==> src/rtl/csr_timer_pkg.sv <==
// rtl/csr_timer_pkg.sv - register map constants for the CSR timer
package csr_timer_pkg;

   localparam logic [2:0] REG_CTRL     = 3'd0;
   localparam logic [2:0] REG_COMPARE  = 3'd1;
   localparam logic [2:0] REG_COUNTER  = 3'd2;
   localparam logic [2:0] REG_STATUS   = 3'd3;
   localparam logic [2:0] REG_PRESCALE = 3'd4;

   localparam int CTRL_EN         = 0;
   localparam int CTRL_AUTORELOAD = 1;
   localparam int CTRL_IRQ_EN     = 2;

endpackage

==> src/rtl/csr_timer_prescaler.sv <==
// rtl/csr_timer_prescaler.sv - 16-bit prescaler producing a one-cycle tick
module csr_timer_prescaler (
   input  logic        sys_clk,
   input  logic        sys_rst,
   input  logic        run,
   input  logic        clear,
   input  logic [15:0] div,
   output logic        tick
);

   logic [15:0] pcnt;

   // tick is combinational so that div=0 ticks on the first enabled cycle
   assign tick = run && (pcnt == div);

   // pcnt counts 0..div while running, holds while stopped, restarts on clear
   always_ff @(posedge sys_clk or posedge sys_rst) begin
      if (sys_rst) begin
         pcnt <= '0;
      end else if (clear) begin
         pcnt <= '0;
      end else if (run) begin
         pcnt <= tick ? 16'd0 : pcnt + 16'd1;
      end
   end

endmodule

==> src/rtl/csr_timer.sv <==
// rtl/csr_timer.sv - CSR-bus timer with prescaler, compare, auto-reload and irq
module csr_timer
   import csr_timer_pkg::*;
#(
   parameter logic [3:0] csr_addr = 4'h4
) (
   input  logic        sys_clk,
   input  logic        sys_rst,
   input  logic [13:0] csr_a,
   input  logic        csr_we,
   input  logic [31:0] csr_di,
   output logic [31:0] csr_do,
   output logic        irq
);

   logic        sel;
   logic [2:0]  idx;
   logic        wr_ctrl, wr_compare, wr_counter, wr_status, wr_prescale;
   logic        ctrl_en, ctrl_autoreload, ctrl_irq_en;
   logic [31:0] compare;
   logic [31:0] counter;
   logic        expired;
   logic [15:0] prescale;
   logic        tick;
   logic        hit;
   logic [31:0] rd_data;
   logic        unused_addr_bits;

   assign sel = (csr_a[13:10] == csr_addr);
   assign idx = csr_a[2:0];
   assign unused_addr_bits = ^csr_a[9:3];

   assign wr_ctrl     = sel && csr_we && (idx == REG_CTRL);
   assign wr_compare  = sel && csr_we && (idx == REG_COMPARE);
   assign wr_counter  = sel && csr_we && (idx == REG_COUNTER);
   assign wr_status   = sel && csr_we && (idx == REG_STATUS);
   assign wr_prescale = sel && csr_we && (idx == REG_PRESCALE);

   // expiry is judged on the pre-write counter value
   assign hit = tick && (counter == compare);

   csr_timer_prescaler u_prescaler (
      .sys_clk (sys_clk),
      .sys_rst (sys_rst),
      .run     (ctrl_en),
      .clear   (wr_ctrl && csr_di[CTRL_EN] && !ctrl_en),
      .div     (prescale),
      .tick    (tick)
   );

   // CTRL: a bus write wins over the one-shot auto-disable
   always_ff @(posedge sys_clk or posedge sys_rst) begin
      if (sys_rst) begin
         ctrl_en         <= 1'b0;
         ctrl_autoreload <= 1'b0;
         ctrl_irq_en     <= 1'b0;
      end else if (wr_ctrl) begin
         ctrl_en         <= csr_di[CTRL_EN];
         ctrl_autoreload <= csr_di[CTRL_AUTORELOAD];
         ctrl_irq_en     <= csr_di[CTRL_IRQ_EN];
      end else if (hit && !ctrl_autoreload) begin
         ctrl_en <= 1'b0;
      end
   end

   // COMPARE and PRESCALE are plain read/write storage
   always_ff @(posedge sys_clk or posedge sys_rst) begin
      if (sys_rst) begin
         compare  <= '0;
         prescale <= '0;
      end else begin
         if (wr_compare)  compare  <= csr_di;
         if (wr_prescale) prescale <= csr_di[15:0];
      end
   end

   // COUNTER: bus write beats tick; a match clears, otherwise wraps silently
   always_ff @(posedge sys_clk or posedge sys_rst) begin
      if (sys_rst) begin
         counter <= '0;
      end else if (wr_counter) begin
         counter <= csr_di;
      end else if (tick) begin
         counter <= hit ? 32'd0 : counter + 32'd1;
      end
   end

   // STATUS.expired: sticky, write-1-to-clear, a new expiry beats the clear
   always_ff @(posedge sys_clk or posedge sys_rst) begin
      if (sys_rst) begin
         expired <= 1'b0;
      end else if (hit) begin
         expired <= 1'b1;
      end else if (wr_status && csr_di[0]) begin
         expired <= 1'b0;
      end
   end

   // read mux for the addressed register
   always_comb begin
      rd_data = '0;
      case (idx)
         REG_CTRL:     rd_data = {29'd0, ctrl_irq_en, ctrl_autoreload, ctrl_en};
         REG_COMPARE:  rd_data = compare;
         REG_COUNTER:  rd_data = counter;
         REG_STATUS:   rd_data = {31'd0, expired};
         REG_PRESCALE: rd_data = {16'd0, prescale};
         default:      rd_data = '0;
      endcase
   end

   // registered read data (zero when not selected) and level interrupt
   always_ff @(posedge sys_clk or posedge sys_rst) begin
      if (sys_rst) begin
         csr_do <= '0;
         irq    <= 1'b0;
      end else begin
         csr_do <= sel ? rd_data : 32'd0;
         irq    <= expired && ctrl_irq_en;
      end
   end

endmodule

==> config.mk <==
export PLATFORM = sky130hd
export DESIGN_NAME = csr_timer
export DESIGN_NICKNAME = d
export VERILOG_FILES = /design/src/rtl/csr_timer_pkg.sv /design/src/rtl/csr_timer_prescaler.sv /design/src/rtl/csr_timer.sv
export SDC_FILE = /design/constraint.sdc
export NUM_CORES = 1
export LEC_CHECK = 0
export ABC_AREA = 1
export CAP_MARGIN = 10
export CORE_MARGIN = 8
export CORE_UTILIZATION = 40
export DETAILED_ROUTE_END_ITERATION = 8
export DONT_BUFFER_PORTS = 1
export SYNTH_ARGS = -nofsm -noshare
export SYNTH_HDL_FRONTEND = slang
export SYNTH_HIERARCHICAL = 1
export SYNTH_SLANG_ARGS = --single-unit
==> constraint.sdc <==
create_clock -name sys_clk -period 4.35 [get_ports sys_clk]
set_clock_uncertainty 0.05 [all_clocks]
set_input_delay 0.6525 -clock sys_clk [delete_from_list [all_inputs] [get_ports sys_clk]]
set_output_delay 0.6525 -clock sys_clk [all_outputs]
set_load 0.01 [all_outputs]
Yosys cells after proc, flatten, opt, wreduce, memory -nomap -nowiden. Index checks and enable logic that the tools add are counted.

Register bits after elaboration: 133. Bits of input ports: 49.

Add/subtract/negate cells: 2. Muxes and demuxes: 12. Reduce and logical (&&, ||, !) cells: 20. Eq/ne operators: 7.

Operators with widths (count): case mux 32 bit (5 select lines) (1); 2-to-1 mux 32 bit (4); 2-to-1 mux 16 bit (3); adder 32 x 1 -> 32 bit (second input constant) (1); equality test 32 bit (1); adder 16 x 1 -> 16 bit (second input constant) (1); equality test 16 bit (1); logical AND 1 bit (13); nonzero test 2 bit (4); equality test 3 x 2 -> 1 bit (second input constant) (2); equality test 4 x 3 -> 1 bit (second input constant) (1); 2-to-1 mux 1 bit (4); equality test 3 x 1 -> 1 bit (second input constant) (1); equality test 3 bit (second input constant) (1); zero test 3 bit (1); zero test 1 bit (2).

Longest topological paths before layout.
Depth in word-level cells: 6. Mapped depth: 16. Depth with buffers taken out: 15.

By module. Netlist, hierarchy kept.

By module, submodules not included: csr_timer (times used 1, area an instance 7001.7 sq um, cells each 996); csr_timer_prescaler (times used 1, area an instance 1306.3 sq um, cells each 219).

Worst setup path before layout. No wires, ideal clock.

Path kind: flip-flop to flip-flop. From: reg u_prescaler.pcnt[2]. To: reg counter[13]. Arrival: 2258 ps. Data required time: 4183 ps. Library setup time: 117 ps. Path slack: 1926 ps. Clock period less this slack: 2424 ps. Cell stages (with the launch flop): 17. Path through: dfrtp_1 > buf_6 > xnor2_1 > nand3_1 > nor2_1 > nand2_1 > nor3_1 > inv_1 > a21oi_2 > nand2_1 > nor2_1 > nand2_1 > nor2_2 > nand3_4 > buf_6 > nand3_2 > nand2_1.

Cells in the longest elaborated chain, start to end: 6. Elaborated cells on any way between the ends: 7.

RTL lines: from (decl) (RTL line csr_timer_prescaler.sv:11) `logic [15:0] pcnt;`; from (signal assigned) (RTL line csr_timer_prescaler.sv:23) `pcnt <= tick ? 16'd0 : pcnt + 16'd1;`; equality test 16 bit * (RTL line csr_timer_prescaler.sv:14) `assign tick = run && (pcnt == div);`; logical AND 1 bit * (RTL line csr_timer_prescaler.sv:14); named net tick (RTL line csr_timer.sv:24) `logic tick;`; logical AND 1 bit (RTL line csr_timer.sv:40) `assign hit = tick && (counter == compare);`; 2-to-1 mux 32 bit (RTL line csr_timer.sv:84) `counter <= hit ? 32'd0 : counter + 32'd1;`; 2-to-1 mux 32 bit (RTL line csr_timer.sv:83) `end else if (tick) begin`; 2-to-1 mux 32 bit (RTL line csr_timer.sv:81) `end else if (wr_counter) begin`; to (signal assigned) (RTL line csr_timer.sv:82) `counter <= csr_di;`; to (signal assigned) (RTL line csr_timer.sv:84); to (decl) (RTL line csr_timer.sv:21) `logic [31:0] counter;`.

Mark *: on every way through the listed nets, which the timed path passes. The rest lies on a longest branch. The select of a mux whose other input is x is not followed. A chain may end at the register's enable or synchronous reset.

Worst setup path in the final report.
From: reg u_prescaler.pcnt[10]. To: reg counter[21].

Same word-level chain as after synthesis.

==> results.txt <==
The run finished with clean final reports. The detailed-router iteration count before antenna repair came out at 5. For this run, the number of standard cells in the final layout without fillers is 1493. The leakage power of the design came out at approximately 4.6 nW. The wire-length estimate of the detail-placed layout is 19.2 mm. Leaving out fill and tap cells, the most frequent cell in the layout is nand2_1. Setup repair after global routing left no endpoint under its margin. The initial antenna violation count was 0. In this run the mean area of a mapped cell was 6.84 um^2. TritonCTS built the clock tree. The count of buffers added by post-CTS timing repair for setup came out at 0.

VDD sags by at most 0.000237 V. The detailed-route via count is 7522. The kind of launch point of the worst setup path is a flop. The share of total power dissipated in combinational logic is 0.233. The synthesized netlist occupies a cell area of 8310 um^2. The type of the setup path with the least slack is flop to flop. After global routing the overflow that remains totals 0. Summing all non-filler instances in the final layout gives an area of 9200 um^2. The first routing iteration left just over 600 violations. The internal power of the cells totals 2.76 mW.

The net switching fraction of the power came out at 0.335. The antenna diode count came out at 0. For the worst setup path, the data arrival time is 3.05 ns. The cell at the slowest stage of the critical path is dfrtp_1. The synthesized netlist cell count came out at 1215.

The final critical-path required period came out at 2.79 ns. Clock latency on the worst-skew pair, taken at its later pin, is approximately 0.43 ns. The share of synthesized flip-flops with an asynchronous set or reset came out at 1.00. The critical path contains buffers and inverters numbering 3 combined. The overall die area is 25600 um^2.

The power per unit of standard cell area came out at 451 nW/um^2. The most used flip-flop cell after synthesis is dfrtp_1. The total clock buffers created by CTS is 17.

The die is 160 um wide. The layout cell share with drive strength beyond 1 came out at 0.0728. The die outline height came out at 160 um.

The fraction of power consumed by the clock network came out at 0.390. Before CTS, the worst setup slack after placement is ~1.5 ns. In the layout the commonest cells are nand2_1, inv_1, dfrtp_1. The number of ports placed on the die boundary came out at 82. Buffers placed on the I/O ports in this run total 0. The number of nets handed over by synthesis was 1266. The total of fill cells in the finished design is 2125. The congestion estimate from routability-driven global placement came to 0.963. After synthesis the netlist holds a flip-flop and latch count of 133. In the routed layout, each cell is associated on average with a via count of slightly above 5. The number of standard-cell rows in the floorplan came out at 52. The final worst slack is 1.56 ns.

In this run the worst hold path is classified as input pin to async pin. The slew of the pin with the lowest slew margin is 0.837 ns. The most numerous cell type found on the critical path is nand2_1. The final hold violation count is 0. In this run, distinct cell masters in the synthesized netlist total 40.

The number of hold-repair buffers added at the cts stage came out at 0. Measured against its own limit, the worst slew margin works out to 0.441. Data on the critical path is required at its endpoint by 4.61 ns. Clock-pin slew was measured on the worst setup and hold paths at 0.06 ns. The delay of the slowest critical-path stage is 0.45 ns.

The via count of the first global-routing pass is roughly 7300. The area of the core is 20300 um^2. Relative to the synthesized area, the layout overhead comes to 10.7%.

Of the available clock period, the critical path in the final layout requires 0.642. The initial standard-cell utilization of the core is 0.409. After detailed routing, the number of remaining DRC violations is 0. The post-route antenna net violation count came out at 0.

The number of gates given a new drive strength after cts is 0. The worst hold slack after final layout is roughly 0.13 ns. The wire length after detailed routing came out at 25.1 mm. After the last flow step, the layout net total stands at between 1000 and 1500. The largest fanout on the critical path came out at 28. The number of placed instances, taps included came out at ~1500. The final setup violation count came out at 0. Counting every sink on the clock net gives between 100 and 150. The number of buffers on the longest clock path is 2.

The maximum number of pins on one net before global-route repair came out at 65. Dividing the detail-routed wire length by the instance count gives around 17 um. The number of slew-limit violations in the final report is 0. The worst setup path is captured at a flop. The first global-routing pass estimated 40.4 mm of wire. The kind of cell with the highest combined delay along the critical path is simple AND/OR/NAND/NOR gates. The overall fraction of global-route tracks in use came out at 0.199. The synthesized design contains 0 enable-type register cells. The power dissipated by switching net loads came out at 1.39 mW. The total placed instance area is 8540 um^2. The buffer cell driving the clock tree root is clkbuf_16. The part of the Yosys area used for sequential elements came out at 0.401.

The signal on the critical path passes through inv_1 -> nor2_1 -> nor3_1 -> nand3b_1 -> nor3_1 -> buf_4 -> inv_1 -> a21oi_2 -> nand2_1 -> nor2_1 -> nand2_1 -> nor2_2 -> nand3_4 -> nand3_1 -> nand2_1. The final-layout setup total negative slack is 0 ns. The clock tree synthesis step divided the H-tree into 4 levels.

The register share of total power is 0.377. Derived from the worst setup path, the maximum achievable clock frequency is 358 MHz. Across the run, the number of max-cap violations was 0. During synthesis, Yosys emitted a total of 6 warnings.
-- power groups by stage --
stage	registers [mW]	clock network, mW	logic (mW)
3_5_place_dp	1.58	0	0.954
3_3_place_gp	1.58	0	0.944
6_report	1.57	1.62	0.966
5_1_grt	1.59	1.69	1.10
2_1_floorplan	1.50	0	0.789
4_1_cts	1.56	1.65	0.960
-- synthesized netlist by cell type, types with 10 or more instances --
cell type,instances,area [um^2]
a21oi_1,20,100
inv_1,209,785
xor2_1,24,210
o221ai_1,11,96.3
inv_2,10,37.5
nand2_1,395,1480
xnor2_1,16,140
nand4_1,30,188
nand3_1,56,280
o22ai_1,34,213
nor2_1,114,428
o21ai_0,66,330
dfrtp_1,133,3330
nand3_2,13,130
clkbuf_1,17,63.8
-- routing by layer --
| metal | track usage | vias to the layer above | part of all wire |
|---|---|---|---|
| met5 | 0 | - | 0 |
| met3 | 0.0432 | 32 | 0.072 |
| met4 | 0.0586 | 0 | 0.016 |
| met1 | 0.281 | 3477 | 0.48 |
| li1 | - | 3773 | - |
| met2 | 0.298 | 240 | 0.43 |
-- kinds of logic after synthesis --
kind of cell	count (synthesis)	share of synthesized area
AO/OA/AOI/OAI	139	0.0967
XOR/XNOR	40	0.0422
adder cells (fa/ha/maj)	2	0.00301
buffers and inverters	257	0.124
flip-flops	133	0.401
AND/OR/NAND/NOR	644	0.334
-- metrics by stage --
step                utilization  power [mW]
global route              0.453        4.39
finish                    0.453        4.15
CTS                       0.453        4.17
detailed placement        0.421        2.54
floorplan                     -        2.29
global placement          0.421        2.52
-- sequential cells by signal, indices dropped and copies added, names as in the netlist --
| name | count |
|---|---|
| compare | 32 |
| counter | 32 |
| csr_do | 32 |
| ctrl_autoreload | 1 |
| ctrl_en | 1 |
| ctrl_irq_en | 1 |
| expired | 1 |
| irq | 1 |
| prescale | 16 |
| u_prescaler/pcnt | 16 |
-- final timing paths --
check / start / end / slack [ns] / cells past startpoint
min in group sys_clk: csr_di[1] / ctrl_autoreload$_DFFE_PP0P_ / 0.31 / 2
max in group asynchronous: sys_rst / counter[21]$_DFFE_PP0P_ / 3.18 / 2
worst min-delay path: sys_rst / csr_do[5]$_DFF_PP0_ / 0.13 / 1
worst min register to register: ctrl_irq_en$_DFFE_PP0P_ / irq$_DFF_PP0_ / 0.42 / 2
worst max-delay path: u_prescaler/pcnt[10]$_DFFE_PP0P_ / counter[21]$_DFFE_PP0P_ / 1.56 / 15
worst max register to register: u_prescaler/pcnt[10]$_DFFE_PP0P_ / counter[21]$_DFFE_PP0P_ / 1.56 / 15
-- final cells by class --
type / instances / area [um^2] / share of cell area
Timing Repair Buffer: 12 / 90.1 / 0.00979
Clock buffer: 20 / 457 / 0.0497
Tap cell: 270 / 338 / 0.0367
Clock inverter: 12 / 199 / 0.0216
Inverter: 221 / 832 / 0.0905
Sequential cell: 133 / 3330 / 0.362
Multi-Input combinational cell: 825 / 3950 / 0.430
-- worst register-to-register path, cell delays in order (launching register included) --
cell	delay [ns]
dfrtp_1	0.45
inv_1	0.11
nor2_1	0.06
nor3_1	0.23
nand3b_1	0.13
nor3_1	0.19
buf_4	0.20
inv_1	0.08
a21oi_2	0.12
nand2_1	0.07
nor2_1	0.11
nand2_1	0.07
nor2_2	0.12
nand3_4	0.40
nand3_1	0.22
nand2_1	0.06
(Power assumes the default switching activity.)
